**config.mk**
```make
export PLATFORM = sky130hd
export DESIGN_NAME = serial_adder_flat
export DESIGN_NICKNAME = d
export VERILOG_FILES = /design/src/rtl/serial_adder_if.sv /design/src/rtl/serial_adder.sv /design/src/flat_wrapper.sv
export SDC_FILE = /design/constraint.sdc
export NUM_CORES = 1
export LEC_CHECK = 0
export BUFFER_PORTS_ARGS = -buffer_cell sky130_fd_sc_hd__clkbuf_2
export CORE_UTILIZATION = 58
export DETAILED_ROUTE_END_ITERATION = 7
export PLACE_DENSITY = 0.83
export SETUP_SLACK_MARGIN = 0.1
export SYNTH_ARGS = -nofsm -noshare
export SYNTH_HDL_FRONTEND = slang
export SYNTH_SLANG_ARGS = --single-unit
```
**constraint.sdc**
```tcl
create_clock -name clk -period 3.3 [get_ports clk]
set_clock_uncertainty 0.05 [all_clocks]
set_input_delay 0.33 -clock clk [delete_from_list [all_inputs] [get_ports clk]]
set_output_delay 0.33 -clock clk [all_outputs]
set_load 0.02 [all_outputs]
```
**src/rtl/serial_adder_if.sv**
```systemverilog
// serial_adder_if: request/result bundle for the digit-serial adder.
//
//   start  - request, taken only while the adder is idle
//   a, b   - WIDTH-bit operands, captured on the accepting edge
//   cin    - carry-in, captured on the accepting edge
//   sub    - subtract select (present only with SERIAL_ADDER_SUB_EN)
//   busy   - operation in flight (RUN or DONE)
//   done   - one-cycle result-valid pulse
//   s      - WIDTH-bit sum, held until the next result or reset
//   cout   - carry-out of bit WIDTH-1 (for subtract: 1 = no borrow)
//
// Modports: master drives the request side, slave (the adder) drives results.
// Optional feature macro: SERIAL_ADDER_SUB_EN.

interface serial_adder_if #(
  parameter int unsigned WIDTH = 8
);
  logic             start;
  logic [WIDTH-1:0] a;
  logic [WIDTH-1:0] b;
  logic             cin;
`ifdef SERIAL_ADDER_SUB_EN
  logic             sub;
`endif
  logic             busy;
  logic             done;
  logic [WIDTH-1:0] s;
  logic             cout;

`ifdef SERIAL_ADDER_SUB_EN
  modport master (
    output start, a, b, cin, sub,
    input  busy, done, s, cout
  );

  modport slave (
    input  start, a, b, cin, sub,
    output busy, done, s, cout
  );
`else
  modport master (
    output start, a, b, cin,
    input  busy, done, s, cout
  );

  modport slave (
    input  start, a, b, cin,
    output busy, done, s, cout
  );
`endif

endinterface

```
**src/rtl/serial_adder.sv**
```systemverilog
// serial_adder: digit-serial adder. Adds DIGIT bits per clock, LSB slice first,
// so a WIDTH-bit sum takes N = WIDTH/DIGIT RUN cycles followed by one DONE cycle.
//
// Parameters:
//   WIDTH - operand/result width in bits
//   DIGIT - bits added per clock; WIDTH must be an integer multiple of DIGIT
//
// Ports:
//   clk    - single clock, all state on the rising edge
//   rst_n  - asynchronous active-low reset; aborts any operation in flight
//   bus    - serial_adder_if slave modport (start/a/b/cin[/sub] in,
//            busy/done/s/cout out)
//
// Timing: the accepting edge moves IDLE->RUN, RUN lasts exactly N edges, the
// edge processing the last slice enters DONE and writes s/cout, and DONE lasts
// one cycle. Back-to-back throughput is one result every N+2 cycles.
//
// Optional feature macro: SERIAL_ADDER_SUB_EN adds bus.sub. With sub=1 the
// adder computes a - b by latching ~b, ignoring cin and preloading carry=1;
// cout=1 then means no borrow.

module serial_adder #(
  parameter int unsigned WIDTH = 8,
  parameter int unsigned DIGIT = 1
) (
  input  logic          clk,
  input  logic          rst_n,
  serial_adder_if.slave bus
);

  localparam int unsigned N    = WIDTH / DIGIT;
  // Sized to hold 0..N so the counter can never wrap inside an operation.
  localparam int unsigned CntW = $clog2(N + 1);
  localparam logic [CntW-1:0] LastCnt = CntW'(N - 1);

  typedef enum logic [1:0] {
    StIdle,
    StRun,
    StDone
  } state_e;

  state_e            state_q, state_d;
  logic [WIDTH-1:0]  a_q, a_d;
  logic [WIDTH-1:0]  b_q, b_d;
  logic              carry_q, carry_d;
  logic [CntW-1:0]   cnt_q, cnt_d;
  logic [WIDTH-1:0]  s_q, s_d;
  logic              cout_q, cout_d;

  // One slice of the addition: DIGIT operand bits plus the running carry.
  logic [DIGIT:0]    slice_sum;
  logic [WIDTH-1:0]  a_shift;
  logic [WIDTH-1:0]  b_shift;
  // Full sum as it would look if this slice were the last one.
  logic [WIDTH-1:0]  sum_cat;

  assign slice_sum = {1'b0, a_q[DIGIT-1:0]} + {1'b0, b_q[DIGIT-1:0]} +
                     {{DIGIT{1'b0}}, carry_q};

  if (N == 1) begin : gen_single
    // Whole word in one slice: no partial-sum storage, operands never shift.
    assign sum_cat = slice_sum[DIGIT-1:0];
    assign a_shift = a_q;
    assign b_shift = b_q;
  end else begin : gen_multi
    // Partial sum of the first N-1 slices. New slices enter at the top and
    // move down, so after N-1 steps slice 0 sits at the LSB and the final
    // slice completes the word in sum_cat without another shift.
    logic [WIDTH-DIGIT-1:0] sum_q;

    assign sum_cat = {slice_sum[DIGIT-1:0], sum_q};
    assign a_shift = {{DIGIT{1'b0}}, a_q[WIDTH-1:DIGIT]};
    assign b_shift = {{DIGIT{1'b0}}, b_q[WIDTH-1:DIGIT]};

    always_ff @(posedge clk or negedge rst_n) begin
      if (!rst_n) begin
        sum_q <= '0;
      end else if (state_q == StRun) begin
        sum_q <= sum_cat[WIDTH-1:DIGIT];
      end
    end
  end

  // Next-state and datapath control.
  always_comb begin
    state_d = state_q;
    a_d     = a_q;
    b_d     = b_q;
    carry_d = carry_q;
    cnt_d   = cnt_q;
    s_d     = s_q;
    cout_d  = cout_q;

    case (state_q)
      StIdle: begin
        if (bus.start) begin
          a_d   = bus.a;
          cnt_d = '0;
`ifdef SERIAL_ADDER_SUB_EN
          // a - b == a + ~b + 1; cin has no meaning for a subtract.
          b_d     = bus.sub ? ~bus.b : bus.b;
          carry_d = bus.sub ? 1'b1 : bus.cin;
`else
          b_d     = bus.b;
          carry_d = bus.cin;
`endif
          state_d = StRun;
        end
      end

      StRun: begin
        a_d     = a_shift;
        b_d     = b_shift;
        carry_d = slice_sum[DIGIT];
        cnt_d   = cnt_q + CntW'(1);
        if (cnt_q == LastCnt) begin
          // Results change only here, so s/cout hold between operations.
          s_d     = sum_cat;
          cout_d  = slice_sum[DIGIT];
          state_d = StDone;
        end
      end

      StDone: begin
        state_d = StIdle;
      end

      default: begin
        state_d = StIdle;
      end
    endcase
  end

  always_ff @(posedge clk or negedge rst_n) begin
    if (!rst_n) begin
      state_q <= StIdle;
      a_q     <= '0;
      b_q     <= '0;
      carry_q <= 1'b0;
      cnt_q   <= '0;
      s_q     <= '0;
      cout_q  <= 1'b0;
    end else begin
      state_q <= state_d;
      a_q     <= a_d;
      b_q     <= b_d;
      carry_q <= carry_d;
      cnt_q   <= cnt_d;
      s_q     <= s_d;
      cout_q  <= cout_d;
    end
  end

  assign bus.busy = (state_q != StIdle);
  assign bus.done = (state_q == StDone);
  assign bus.s    = s_q;
  assign bus.cout = cout_q;

endmodule

```
**src/flat_wrapper.sv**
```systemverilog
// flat-port wrapper written by rule: the top's interface ports become plain ports
module serial_adder_flat 
#(
  parameter int unsigned WIDTH = 8,
  parameter int unsigned DIGIT = 1
)
  (clk, rst_n, bus_start, bus_a, bus_b, bus_cin, bus_busy, bus_done, bus_s, bus_cout);
  serial_adder_if #(.WIDTH(WIDTH)) bus_i ();
  input  logic clk;
  input  logic rst_n;
  input wire logic [$bits(bus_i.start)-1:0] bus_start;
  input wire logic [$bits(bus_i.a)-1:0] bus_a;
  input wire logic [$bits(bus_i.b)-1:0] bus_b;
  input wire logic [$bits(bus_i.cin)-1:0] bus_cin;
  output wire logic [$bits(bus_i.busy)-1:0] bus_busy;
  output wire logic [$bits(bus_i.done)-1:0] bus_done;
  output wire logic [$bits(bus_i.s)-1:0] bus_s;
  output wire logic [$bits(bus_i.cout)-1:0] bus_cout;
  assign bus_i.start = bus_start;
  assign bus_i.a = bus_a;
  assign bus_i.b = bus_b;
  assign bus_i.cin = bus_cin;
  assign bus_busy = bus_i.busy;
  assign bus_done = bus_i.done;
  assign bus_s = bus_i.s;
  assign bus_cout = bus_i.cout;
  serial_adder #(.WIDTH(WIDTH), .DIGIT(DIGIT)) u_core (.clk(clk), .rst_n(rst_n), .bus(bus_i));
endmodule
```
==> impl_metrics.env <==
export IMPL_outcome="finished, final reports clean"
export IMPL_finalCritPeriodShare=0.656
export IMPL_final_cells=202
export IMPL_r2r_slack_ps=1130
export IMPL_rows=18
export IMPL_clk_pin_slew_ps=120
export IMPL_syn_area_sq_um=1640
export IMPL_crit_slowest_cell="dfrtp_1"
export IMPL_crit_arrival_ps=2340
export IMPL_core_sq_um=2570
export IMPL_final_common_cell="dfrtp_1"
export IMPL_cts_htree_levels=2
export IMPL_first_pass_iters=4
export IMPL_crit_start="u_core.state_q[1]$_DFFE_PN0P_"
export IMPL_maxCapViolCount=0
export IMPL_seqPwrFrac=0.434
export IMPL_power_switching_mw=0.658
export IMPL_comb_power_share=0.359
export IMPL_die_w_um=55.1
export IMPL_r2r_start="u_core.state_q[1]$_DFFE_PN0P_"
export IMPL_seq_area_frac_synth=0.596
export IMPL_r2r_end="u_core.bus.s[7]$_DFFE_PN0P_"
export IMPL_place_inst=194
export IMPL_grt_max_degree=40
export IMPL_hold_viol_final=0
export IMPL_slew_headroom=0.370
export IMPL_synth_top_area_share=0.596
export IMPL_syn_nets=162
export IMPL_intPower_mw=1.22
export IMPL_drive_gt1_frac=0.337
export IMPL_wire_per_inst_um=14.8
export IMPL_clk_latency_ps=340
export IMPL_fin_nets=193
export IMPL_slew_viol_final=0
export IMPL_finalSetupViolCount=0
export IMPL_leakage_nw=0.894
export IMPL_netSwitchingFraction=0.350
export IMPL_die_area_sq_um=3040
export IMPL_cp_cell_sequence="nand2b_1, nor3_4, mux2_2"
export IMPL_hold_class="input pin to asynchronous set/reset pin"
export IMPL_ant_nets=0
export IMPL_drt_vias_per_instance=5.85
export IMPL_antenna_found_initial=0
export IMPL_power_density_nw_per_um2=985
export IMPL_area_growth_pct=16.6
export IMPL_synth_area_leaders="dfrtp_1 60%, mux2_2 12%, a22oi_1 6.4%"
export IMPL_synth_top_area_cell="dfrtp_1"
export IMPL_cpPeakStageDelay_ps=610
export IMPL_cts_root_buf="clkbuf_4"
export IMPL_yosys_register_bits=39
export IMPL_cp_max_fo=22
export IMPL_peakVddDrop_mv=0.641
export IMPL_crit_type="flip-flop to flip-flop"
export IMPL_start_util=0.638
export IMPL_ioPinCount=31
export IMPL_die_h_um=55.1
export IMPL_tns_ps=0
export IMPL_fin_crit_ps=2170
export IMPL_cp_data_required_time_ps=3470
export IMPL_pwr_share_clk=0.207
export IMPL_grt_overflow_total=0
export IMPL_place_gp_congestion=0.725
export IMPL_clockBufferDepth=2
export IMPL_dpl_hpwl_mm=2.03
export IMPL_wl_mm=2.99
export IMPL_mostFrequentLayoutCells="39 x dfrtp_1, 30 x clkbuf_2, 23 x nand2_1"
export IMPL_synth_avg_cell_area_sq_um=11.7
export IMPL_grt_pass1_vias=1098
export IMPL_tritoncts="done"
export IMPL_first_iter_violations=18
export IMPL_drc=0
export IMPL_cts_sinks=39
export IMPL_grt_pass1_wl_mm=4.76
export IMPL_crit_family="simple AND/OR/NAND/NOR gates"
export IMPL_via_count=1181
export IMPL_postSynthCellCount=140
export IMPL_antennaDiodeCount=0
export IMPL_cp_start_kind="flip-flop"
export IMPL_numCtsBuffers=5
export IMPL_ys_warn_count=0
export IMPL_cts_hold_buf=0
export IMPL_rsz0062_at_grt="false"
export IMPL_post_cts_buffers=0
export IMPL_tightestPinTransition_ps=945
export IMPL_reg2reg_depth=3
export IMPL_post_cts_resized=0
export IMPL_track_usage=0.227
export IMPL_max_freq_ghz=0.462
export IMPL_end_kind="flip-flop"
export IMPL_yosysUniqueCellTypes=22
export IMPL_portBuffers=30
export IMPL_path_buf_inv=0
worst max-delay path by stage:
stage / end / slack, ps / depth (start not counted)
final: u_core.bus.s[7]$_DFFE_PN0P_ / 1130 / 3
after global routing: u_core.bus.cout$_DFFE_PN0P_ / 950 / 3
after CTS: u_core.bus.cout$_DFFE_PN0P_ / 1110 / 3
after detailed placement: u_core.bus.cout$_DFFE_PN0P_ / 1130 / 3
after global placement: u_core.bus.s[0]$_DFFE_PN0P_ / 1200 / 3
after floorplan: u_core.bus.cout$_DFFE_PN0P_ / 1840 / 4
flip-flops by register name (all words and copies together), names as in the netlist:
signal / flops
u_core.carry_q: 1
u_core.bus.cout: 1
u_core.cnt_q: 4
u_core.a_q: 8
u_core.b_q: 8
u_core.bus.s: 8
u_core.gen_multi.sum_q: 7
u_core.state_q: 2
per-layer routing:
layer	global-route usage	vias up	wire length [um]
li1	-	559	-
met1	0.299	592	1390
met2	0.369	26	1460
met3	0.0574	4	117
met4	0.0708	0	29
met5	0	-	0
kinds of logic (layout without fill, tap and decap cells):
logic type / Yosys count / count (layout) / share of synthesized area
adders and majority gates: 2 / 2 / 0.0199
muxes: 17 / 17 / 0.117
buffers and inverters: 10 / 42 / 0.0244
AOI/OAI and AO/OA: 39 / 39 / 0.149
DFF: 39 / 39 / 0.596
and+or+nand+nor: 33 / 33 / 0.0940
synth_stat cells:
master and n:
ha_1 1, o21ai_0 19, nor3_4 1, nand3_1 2
nor2_1 2, nand2b_1 1, nand2_1 23, or2_2 1
inv_1 2, nor2b_1 2, fa_1 1, clkbuf_1 6
a22oi_1 14, a2bb2oi_1 1, mux2_2 17, a21oi_1 2
o311ai_0 1, o21bai_1 1, buf_2 2, and3b_1 1
a22o_1 1, dfrtp_1 39
metrics by stage:
stage	hold WS [ps]	utilization	instance area (sq um)	worst slack (ps)	total power, mW
after floorplan	-15.6	-	1640	1840	1.30
after global placement	416	0.704	1810	1200	1.46
after detailed placement	431	0.704	1810	1130	1.51
after CTS	81.0	0.744	1910	1110	1.89
after global routing	139	0.744	1910	953	2.00
final	60.5	0.744	1910	1130	1.88
power groups by stage:
stage | Clock, mW | Combinational (mW) | Sequential (mW)
6_report | 0.390 | 0.674 | 0.816
5_1_grt | 0.410 | 0.745 | 0.845
4_1_cts | 0.394 | 0.682 | 0.818
3_5_place_dp | 0 | 0.678 | 0.828
3_3_place_gp | 0 | 0.646 | 0.810
2_1_floorplan | 0 | 0.454 | 0.846
layout make-up:
| type | instances | area (sq um) |
|---|---|---|
| inverter | 2 | 7.51 |
| fill | 176 | 658 |
| clock buffer | 6 | 41.3 |
| tap | 30 | 37.5 |
| clock inverter | 2 | 60.1 |
| timing repair buffer | 32 | 165 |
| multi-input combinational | 91 | 622 |
| sequential | 39 | 976 |
Power figures use the tool's default switching activity.
